$ cat src/rtl/mem_arbiter.sv
// mem_arbiter: shares the single byte-wide RAM port between instruction fetch
// and the load/store buffer. One request is owned at a time. It is broken into
// byte accesses at addr, addr+1, ... Read bytes are assembled little-endian.
// Completion is signalled with a one-cycle strobe to the owner.
module mem_arbiter #(
    parameter int                    ADDR_WIDTH   = 32,
    parameter logic [ADDR_WIDTH-1:0] IO_ADDR_BASE = ADDR_WIDTH'(32'h30000)
) (
    input  logic                  clk_in,
    input  logic                  rst_in,
    input  logic                  rdy_in,
    input  logic [7:0]            mem_din,
    output logic [7:0]            mem_dout,
    output logic [ADDR_WIDTH-1:0] mem_a,
    output logic                  mem_wr,
    input  logic                  io_buffer_full,
    input  logic                  refresh_in,
    input  logic                  if_req_in,
    input  logic [ADDR_WIDTH-1:0] if_addr_in,
    output logic                  if_rdy_out,
    output logic [31:0]           if_inst_out,
    input  logic                  lsb_req_in,
    input  logic                  lsb_wr_in,
    input  logic [1:0]            lsb_size_in,
    input  logic [ADDR_WIDTH-1:0] lsb_addr_in,
    input  logic [31:0]           lsb_data_in,
    output logic                  lsb_done_out,
    output logic [31:0]           lsb_data_out
);

    typedef enum logic [1:0] {
        ST_IDLE  = 2'd0,
        ST_IF_RD = 2'd1,
        ST_LS_RD = 2'd2,
        ST_LS_WR = 2'd3
    } state_t;

    state_t                  state_reg;
    logic [1:0]              cnt_reg;      // index of the byte currently on the bus
    logic [1:0]              last_reg;     // index of the final byte (size - 1)
    logic [ADDR_WIDTH-1:0]   addr_reg;     // base address of the owned access
    logic [31:0]             wdata_reg;    // store data of the owned access
    logic [31:0]             rbuf_reg;     // read bytes captured so far
    logic                    io_reg;       // owned store targets the IO region

    logic                    cool_down;
    logic                    accept_lsb;
    logic                    accept_if;
    logic [1:0]              req_last;
    logic                    req_io;
    logic [1:0]              cnt_inc;
    logic [1:0]              issue_idx;
    logic [7:0]              wr_byte;
    logic                    io_stall;
    logic [31:0]             rbuf_merged;

    // Acceptance, size decode and the byte selected for the next store issue.
    always_comb begin
        // A strobe still showing means the owner has not yet seen completion;
        // give it that cycle to drop its request before anything is accepted.
        cool_down  = if_rdy_out | lsb_done_out;
        accept_lsb = lsb_req_in & ~cool_down & ~refresh_in;
        accept_if  = if_req_in & ~lsb_req_in & ~cool_down & ~refresh_in;
        case (lsb_size_in)
            2'd0:    req_last = 2'd0;
            2'd1:    req_last = 2'd1;
            default: req_last = 2'd3;   // size 3 is treated as a word
        endcase
        req_io    = (lsb_addr_in >= IO_ADDR_BASE);
        cnt_inc   = cnt_reg + 2'd1;
        // While a byte is on the bus the next issue is the following byte;
        // while stalled the pending byte is still cnt_reg.
        issue_idx = mem_wr ? cnt_inc : cnt_reg;
        wr_byte   = wdata_reg[{issue_idx, 3'b000} +: 8];
        io_stall  = io_reg & io_buffer_full;
    end

    // Drop the incoming RAM byte into its little-endian lane of the read buffer.
    generate
        for (genvar gi = 0; gi < 4; gi++) begin : g_lane
            assign rbuf_merged[8*gi +: 8] = (cnt_reg == 2'(gi)) ? mem_din : rbuf_reg[8*gi +: 8];
        end
    endgenerate

    // Request ownership, byte sequencing and registered bus/strobe outputs.
    always_ff @(posedge clk_in or posedge rst_in) begin
        if (rst_in) begin
            state_reg    <= ST_IDLE;
            cnt_reg      <= 2'd0;
            last_reg     <= 2'd0;
            addr_reg     <= '0;
            wdata_reg    <= 32'd0;
            rbuf_reg     <= 32'd0;
            io_reg       <= 1'b0;
            mem_a        <= '0;
            mem_dout     <= 8'd0;
            mem_wr       <= 1'b0;
            if_rdy_out   <= 1'b0;
            if_inst_out  <= 32'd0;
            lsb_done_out <= 1'b0;
            lsb_data_out <= 32'd0;
        end else if (rdy_in) begin
            // Strobes last exactly one enabled cycle.
            if_rdy_out   <= 1'b0;
            lsb_done_out <= 1'b0;
            case (state_reg)
                ST_IDLE: begin
                    mem_wr <= 1'b0;
                    if (accept_lsb) begin
                        addr_reg  <= lsb_addr_in;
                        wdata_reg <= lsb_data_in;
                        last_reg  <= req_last;
                        io_reg    <= req_io;
                        cnt_reg   <= 2'd0;
                        rbuf_reg  <= 32'd0;    // unused upper load bytes read back as 0
                        mem_a     <= lsb_addr_in;
                        if (lsb_wr_in) begin
                            state_reg <= ST_LS_WR;
                            mem_dout  <= lsb_data_in[7:0];
                            mem_wr    <= ~(req_io & io_buffer_full);
                        end else begin
                            state_reg <= ST_LS_RD;
                        end
                    end else if (accept_if) begin
                        addr_reg  <= if_addr_in;
                        last_reg  <= 2'd3;
                        io_reg    <= 1'b0;
                        cnt_reg   <= 2'd0;
                        rbuf_reg  <= 32'd0;
                        mem_a     <= if_addr_in;
                        state_reg <= ST_IF_RD;
                    end
                end

                ST_IF_RD, ST_LS_RD: begin
                    if (refresh_in) begin
                        // Flushed read: abandon silently, no strobe.
                        state_reg <= ST_IDLE;
                        mem_wr    <= 1'b0;
                    end else begin
                        rbuf_reg <= rbuf_merged;
                        if (cnt_reg == last_reg) begin
                            state_reg <= ST_IDLE;
                            if (state_reg == ST_IF_RD) begin
                                if_rdy_out  <= 1'b1;
                                if_inst_out <= rbuf_merged;
                            end else begin
                                lsb_done_out <= 1'b1;
                                lsb_data_out <= rbuf_merged;
                            end
                        end else begin
                            cnt_reg <= cnt_inc;
                            mem_a   <= addr_reg + ADDR_WIDTH'(cnt_inc);
                        end
                    end
                end

                ST_LS_WR: begin
                    // Stores are already committed, so a flush does not stop them.
                    if (mem_wr && (cnt_reg == last_reg)) begin
                        state_reg    <= ST_IDLE;
                        mem_wr       <= 1'b0;
                        lsb_done_out <= 1'b1;
                    end else begin
                        if (mem_wr) begin
                            cnt_reg <= cnt_inc;
                        end
                        if (io_stall) begin
                            mem_wr <= 1'b0;
                        end else begin
                            mem_wr   <= 1'b1;
                            mem_a    <= addr_reg + ADDR_WIDTH'(issue_idx);
                            mem_dout <= wr_byte;
                        end
                    end
                end

                default: begin
                    state_reg <= ST_IDLE;
                    mem_wr    <= 1'b0;
                end
            endcase
        end
    end

endmodule

$ cat config.mk
export PLATFORM = sky130hd
export DESIGN_NAME = mem_arbiter
export DESIGN_NICKNAME = d
export VERILOG_FILES = /design/src/rtl/mem_arbiter.sv
export SDC_FILE = /design/constraint.sdc
export NUM_CORES = 1
export LEC_CHECK = 0
export BUFFER_PORTS_ARGS = -buffer_cell sky130_fd_sc_hd__buf_2
export CORE_MARGIN = 2
export CORE_UTILIZATION = 51
export CTS_CLUSTER_DIAMETER = 200
export DETAILED_ROUTE_END_ITERATION = 16
export PLACE_DENSITY_LB_ADDON = 0.2
export SLEW_MARGIN = 15
export SYNTH_ARGS = -nofsm -noshare
export SYNTH_HDL_FRONTEND = slang
export SYNTH_SLANG_ARGS = --single-unit
$ cat constraint.sdc
create_clock -name clk_in -period 15.7 [get_ports clk_in]
set_clock_uncertainty 0.05 [all_clocks]
set_input_delay 1.57 -clock clk_in [delete_from_list [all_inputs] [get_ports clk_in]]
set_output_delay 1.57 -clock clk_in [all_outputs]
set_load 0.03 [all_outputs]
==> results of run 1 <==
-- logic make-up after synthesis --
group	synth area share [%]
multiplexers	12.2
XOR/XNOR	1.84
AO/OA/AOI/OAI	15.8
flip-flops	52.9
adder cells (fa/ha/maj)	1.33
buffers and inverters	3.37
AND/OR/NAND/NOR	12.6
-- cells in the mapped netlist (2+ instances only) --
cell	number	area, sq um
a221o_1	3	30.0
clkinv_1	2	7.51
nor2b_1	3	18.8
or3_1	3	18.8
a21oi_1	76	380
xor2_1	8	70.1
nand2_1	132	495
and3_1	5	31.3
ha_1	9	113
o21a_1	5	37.5
dfrtp_1	210	5260
xnor2_1	11	96.3
o22ai_1	9	56.3
a22o_1	10	87.6
a21boi_0	4	30.0
mux2i_1	84	841
nor4b_1	3	26.3
o21ai_0	98	490
buf_1	7	26.3
nand2b_1	3	18.8
nor3_1	14	70.1
nor4_1	9	56.3
a32o_1	2	20.0
buf_2	12	60.1
o31ai_1	12	90.1
or4_1	4	30.0
and2_1	3	18.8
clkbuf_1	44	165
a21o_1	3	22.5
nand3_1	20	100
nor2_1	64	240
o2bb2ai_1	24	210
a31oi_1	3	18.8
nand4_1	8	50.1
o21ai_1	5	25.0
mux2_2	33	372
inv_1	15	56.3
-- worst paths after layout --
path | slack (ns) | cells after the start | endpoint | startpoint
min in group asynchronous | 1.22 | 2 | mem_a[30]$_DFFE_PP0P_ | rst_in
min | 0.42 | 2 | if_inst_out[16]$_DFFE_PP0P_ | if_inst_out[16]$_DFFE_PP0P_
max reg2reg | 11.77 | 11 | mem_a[29]$_DFFE_PP0P_ | cnt_reg[0]$_DFFE_PP0P_
max | 11.77 | 11 | mem_a[29]$_DFFE_PP0P_ | cnt_reg[0]$_DFFE_PP0P_
max in group asynchronous | 12.85 | 3 | rbuf_reg[20]$_DFFE_PP0P_ | rst_in
min reg2reg | 0.42 | 2 | if_inst_out[16]$_DFFE_PP0P_ | if_inst_out[16]$_DFFE_PP0P_
-- power by group through the flow --
stage	clock network [W]	registers (W)	logic, W
global placement	0	0.000916	0.00103
global route	0.000587	0.000944	0.00116
CTS	0.000565	0.000914	0.00106
detailed placement	0	0.000922	0.00105
floorplan	0	0.00107	0.000607
finish	0.000550	0.000915	0.00105
-- cell type report --
cell class | count | area (sq um) | area share [%]
well taps | 265 | 332 | 2.77
inverters | 18 | 75.1 | 0.627
repair buffers | 228 | 1160 | 9.70
clock inverters | 12 | 146 | 1.22
multi-input cells | 686 | 4370 | 36.5
clock buffers | 30 | 632 | 5.28
flip-flops and latches | 210 | 5260 | 43.9
-- worst min-delay path, stage by stage, from the launching register on --
cell and delay (ns):
dfrtp_1 0.34, nand2_1 0.04, o21ai_0 0.05
-- through the flow --
| stage | total power [W] | util, % | setup slack (ns) | instance area [sq um] |
|---|---|---|---|---|
| 2_1_floorplan | 0.00168 | - | 8.34 | 9940 |
| 3_3_place_gp | 0.00195 | 58.1 | 11.82 | 11200 |
| 3_5_place_dp | 0.00197 | 58.1 | 11.71 | 11200 |
| 4_1_cts | 0.00253 | 62.1 | 11.76 | 12000 |
| 5_1_grt | 0.00269 | 62.1 | 11.51 | 12000 |
| 6_report | 0.00251 | 62.1 | 11.77 | 12000 |
-- per-layer routing --
layer	part of all wire (%)	wire (microns)	vias to the layer above	GRT usage (%)
met3	6.1	1470	39	4.30
met2	45	10900	213	36.7
met1	47	11400	3724	35.3
li1	-	-	3860	-
met4	1.8	427	2	4.95
met5	0.045	11	-	0
==> out/metrics.yaml, run 1 <==
status:
  status: "completed"
floorplanning:
  initial_core_util_pct: 51.6
  die_h_microns: 144
  die_w_microns: 144
  die_area_sq_um: 20600
  top_level_ports: 221
  core-area_sq_um: 19300
  rows: 51
clocking:
  path_clk_slew_ns: 0.06
  holdBufCountCts: 0
  cts_tree: "done"
  cts_sinks: 210
  cts_resized: 0
  cts_setup_buffers: 0
  cts_inserted_buffers: 23
  cts_max_path_buffers: 3
  htreeDepth: 1
  root_buffer: "clkbuf_16"
  clkLatencyLatePin_ns: 0.51
setup_path:
  crit_chain: "inv_1, ha_1, mux2i_1, nand2b_1, o21ai_0, ha_1, a21oi_1, or4_1, or4_1, nand3_1, a22o_1"
  cp-end-kind: "flop"
  cpMaxStageDelayCell: "or4_1"
  worst-path-buf-inv: 1
  critical_path_class: "reg2reg"
  critPathTopFamily: "simple AND/OR/NAND/NOR gates"
  critPathArrivalTime_ns: 4.33
  startpoint_type: "flop"
  cp_max_fo: 10
  cpPeakStageDelay_ns: 0.73
  crit_required_ns: 16.10
timing:
  fin_tns_setup_ns: 0
  slew_viol_final: 0
  hold_viol: 0
  worstMarginPinSlew_ns: 1.10
  setup_viol: 0
  fin_crit_ns: 3.93
  maxSlewHeadroom_pct: 26.7
  timing.fmax_mhz: 254
  rsz0062_at_grt: "no"
  finalCritPeriodShare_pct: 25.1
  whs_ns: 0.419
global_routing:
  grt_util_all_layers_pct: 23.7
  grt-ovfl-total: 0
  grt_pass1_vias: 7418
  grt_antenna_before_repair: 1
  grt_first_pass_wirelength_microns: 39300
  grt_max_degree: 136
flow_run:
  drv_cap: 0
pwr:
  p_comb_share_pct: 41.7
  seq_power_share_pct: 36.4
  irDropWorstVdd_mv: 0.103
  switching_share_pct: 41.5
  pwr-share-clk_pct: 21.9
  net-switching-power_w: 0.00104
  power.internal_w: 0.00147
  power_density_nw_per_um2: 210
  p_leak_nw: 5.60
finish:
  final_nets: 1291
  drive_above_1_share_pct: 26.7
  nFillCells: 1653
  final_cell_mix: "buf_2, dfrtp_1, nand2_1"
  fin_cells: 1449
  area_growth_pct: 20.4
  final_common_cell: "buf_2"
  antennaDiodeCount: 0
synthesis:
  ys_seq_area_share_pct: 52.9
  synthesis.area_sq_um: 9940
  syn_area_per_cell_sq_um: 10.2
  synthArstFlopShare_pct: 100
  syn_inst: 979
  synth_edf_count: 0
  synthFlopType: "dfrtp_1"
  ys_ff_latch: 210
  synth_nets: 1103
  synth_cell_types: 56
  ys.warnings.count: 0
placement:
  dp_hpwl_microns: 16700
  gp_congestion: 0.817
  dp.cells: 1407
  port_buffers: 220
route:
  ant_nets: 0
  drt-total-wl_microns: 24200
  viasPerCell: 5.41
  avgRoutedWirePerCell_microns: 16.7
  first_pass_iters: 7
  via_count: 7838
  drc: 0
  drtIter0Drc: 459
min_path:
  min_path_type: "reg2reg"
No activity file was read; power rests on OpenSTA's default activity.
==> inputs of run 2 (changes only) <==
--- a/config.mk
+++ b/config.mk
@@ -5,6 +5,7 @@
 export SDC_FILE = /design/constraint.sdc
 export NUM_CORES = 1
 export LEC_CHECK = 0
+export ABC_AREA = 1
 export BUFFER_PORTS_ARGS = -buffer_cell sky130_fd_sc_hd__buf_2
 export CORE_MARGIN = 2
 export CORE_UTILIZATION = 51
==> constraint.sdc (replaced) <==
create_clock -name clk_in -period 3.95 [get_ports clk_in]
set_clock_uncertainty 0.05 [all_clocks]
set_input_delay 0.395 -clock clk_in [delete_from_list [all_inputs] [get_ports clk_in]]
set_output_delay 0.395 -clock clk_in [all_outputs]
set_load 0.03 [all_outputs]
==> out/metrics.yaml, run 2 <==
status:
  status: "completed"
pwr:
  power.total_w: 0.0102  # +310%
  power_density_nw_per_um2: 798  # +280%
  irDropWorstVdd_mv: 0.436  # +320%
  p_leak_nw: 6.85  # +22%
setup_path:
  crit_chain: "inv_2, ha_1, nand2_1, o21ai_0, nor2_1, a21oi_1, ha_1, nand3_1, nand2_1, nand2_1, nor2_1, nand2_1, nand2_1, nand3_1, nand3_1, nand2_1"
  critical_path_class: "reg2reg"
  crit_required_ns: 4.29  # -11.81 ns
  worst_path_most_repeated_cell: "nand2_1"
  cp-end-kind: "flop"
  cpMaxStageDelayCell: "nor2_1"
  cpPeakStageDelay_ns: 0.53  # -0.20 ns
  startpoint_type: "flop"
  critPathArrivalTime_ns: 3.72  # -0.61 ns
  cp_max_fo: 9  # -1
placement:
  gp_congestion: 0.894  # +9.5%
  port_buffers: 220  # unchanged
  dp_hpwl_microns: 21200  # +27%
  place_ws_ns: 0.616  # -11.09 ns
  placed_area_sq_um: 12000  # +7.3%
floorplanning:
  core-area_sq_um: 20800  # +8.1%
  die_h_microns: 149  # +3.8%
  rows: 53  # +3.9%
  die_area_sq_um: 22200  # +7.7%
  top_level_ports: 221  # unchanged
  initial_core_util_pct: 51.5  # -0.070 points
  die_w_microns: 149  # +3.8%
timing:
  timing.final.ws_setup_ns: 0.567  # -11.20 ns
  setup_viol: 0  # unchanged
  timing.fmax_mhz: 296  # +16%
  fin_tns_setup_ns: 0  # unchanged
  finalCritPeriodShare_pct: 85.6  # +61 points
  slew_viol_final: 0  # unchanged
  hold_viol: 0  # unchanged
  rsz0062_at_grt: "no"
  maxSlewHeadroom_pct: 36.9  # +10 points
  fin_crit_ns: 3.38  # -0.552 ns
  worstMarginPinSlew_ns: 0.945  # -0.154 ns
synthesis:
  synth_cell_types: 36  # -36%
  synth_commonest_cells: "nand2_1, dfrtp_1, o21ai_0"
  syn_area_per_cell_sq_um: 7.37  # -27%
  synth_area_leaders: "dfrtp_1, nand2_1, o21ai_0"
  yosys.area.top_type_share_pct: 49.0  # -3.9 points
  synthFlopType: "dfrtp_1"
  ys_seq_area_share_pct: 49.0  # -3.9 points
  synth_edf_count: 0  # unchanged
  yosysMostFrequentCell: "nand2_1"
  synthesis.area_sq_um: 10700  # +7.9%
  ys.warnings.count: 0  # unchanged
  synth_nets: 1580  # +43%
  syn_inst: 1456  # +49%
  synthArstFlopShare_pct: 100  # unchanged
  ys_ff_latch: 210  # unchanged
  yosysTopAreaCell: "dfrtp_1"
clocking:
  path_clk_slew_ns: 0.06  # about the same
  clkLatencyLatePin_ns: 0.51  # about the same
  htreeDepth: 1  # unchanged
  cts_setup_buffers: 0  # unchanged
  holdBufCountCts: 0  # unchanged
  cts_tree: "done"
  cts_inserted_buffers: 23  # unchanged
  cts_resized: 0  # unchanged
  cts_sinks: 210  # unchanged
  root_buffer: "clkbuf_16"
  cts_max_path_buffers: 3  # unchanged
global_routing:
  grt-ovfl-total: 0  # unchanged
  grt_util_all_layers_pct: 27.8  # +4.0 points
  grt_antenna_before_repair: 5  # +4
  grt_first_pass_wirelength_microns: 49400  # +26%
  grt_max_degree: 92  # -32%
  grt_pass1_vias: 9508  # +28%
finish:
  final_common_cell: "nand2_1"
  nFillCells: 1955  # +18%
  drive_above_1_share_pct: 18.8  # -7.9 points
  final_cell_mix: "nand2_1, buf_2, dfrtp_1"
  fin_util_pct: 61.2  # -0.92 points
  area_growth_pct: 18.8
  final_nets: 1775  # +37%
  final_cell_area_sq_um: 12700  # +6.4%
route:
  drc: 0  # unchanged
  top_layer: "met5"
  wl_met1_microns: 13300  # +17%
  drtIter0Drc: 603  # +31%
  avgRoutedWirePerCell_microns: 15.7  # -5.7%
  wl_met2_microns: 14300  # +31%
  drt-total-wl_microns: 30600  # +26%
  first_pass_iters: 6  # -1
  ant_nets: 0  # unchanged
  via_count: 10100  # +29%
  viasPerCell: 5.21  # -3.7%
  dr_wl_met3_microns: 2390  # +63%
min_path:
  min_path_type: "in2async"
flow_run:
  drv_cap: 0  # unchanged
==> run 2: cell types whose count changed in the layout (fill, tap and decap cells not counted), sizes merged, moves of 9 or more <==
cell	change
nand2	+514
nand3	+89
inv	+83
mux2i	-81
o21ai	+71
a21oi	-65
mux2	-33
o2bb2ai	-24
nor2	+16
nor3	-12
o31ai	-12
nor4	-10
a22o	-9
xnor2	-9
==> run 2: path summary, 6_finish.rpt <==
kind                       cells past startpoint  slack, ns                     endpoint                       from
min in group clk_in                            3       0.03    wdata_reg[18]$_DFFE_PP0P_            lsb_data_in[18]
max in group asynchronous                      3       2.85   if_inst_out[2]$_DFFE_PP0P_                     rst_in
max reg2reg                                   16       0.57        mem_a[25]$_DFFE_PP0P_     cnt_reg[0]$_DFFE_PP0P_
min reg2reg                                    2       0.42    wdata_reg[25]$_DFFE_PP0P_  wdata_reg[25]$_DFFE_PP0P_
max                                           16       0.57        mem_a[25]$_DFFE_PP0P_     cnt_reg[0]$_DFFE_PP0P_
min                                            2       0.02  if_inst_out[13]$_DFFE_PP0P_                     rst_in
==> run 2: metrics by stage <==
stage,hold slack [ns],instances
final,0.0245,1941
after global routing,0.0319,1938
after CTS,0.0211,1938
after detailed placement,0.403,1901
after global placement,0.400,1901
after floorplan,0.387,1456
==> run 2: area by class of cell <==
| cell class | instances | area, sq um | area share (%) |
|---|---|---|---|
| clock buffer | 32 | 669 | 5.25 |
| sequential | 210 | 5260 | 41.2 |
| clock inverter | 5 | 56.3 | 0.442 |
| timing repair buffer | 236 | 1250 | 9.78 |
| antenna | 3 | 7.51 | 0.0589 |
| inverter | 101 | 385 | 3.02 |
| tap | 275 | 344 | 2.70 |
| multi-input combinational | 1079 | 4780 | 37.5 |
==> run 2: kinds of logic (layout without fill, tap and decap cells) <==
logic type      Yosys count  after routing  synth area share, %
compound gates          201            201                 9.76
xor+xnor                  7              7                0.572
fa+ha+maj                10             10                 1.24
buf+inv                 167            374                 6.54
flops                   210            210                 49.0
mux                       3              3                0.280
other cells               0              3                    0
simple gates            858            858                 32.6
==> run 2: per-layer routing <==
layer  track usage (%)  up-vias
li1                  -     5002
met1              38.6     4721
met2              45.5      344
met3              5.26       41
met4              6.10        6
met5                 0        -
==> run 2: worst max-delay path: cells and delay by family, from the launching register on <==
kind	cells	cell delay, ns
AO/OA/AOI/OAI	2	0.30
flip-flops	1	0.47
AND/OR/NAND/NOR	11	1.66
buffers and inverters	1	0.10
adder cells (fa/ha/maj)	2	0.68
==> run 2: power breakdown <==
group	total [W]	internal [W]	switching [W]	leakage, nW
registers	0.00364	0.00304	0.000599	2.74
logic	0.00444	0.00127	0.00317	3.75
clock network	0.00210	0.00124	0.000860	0.357
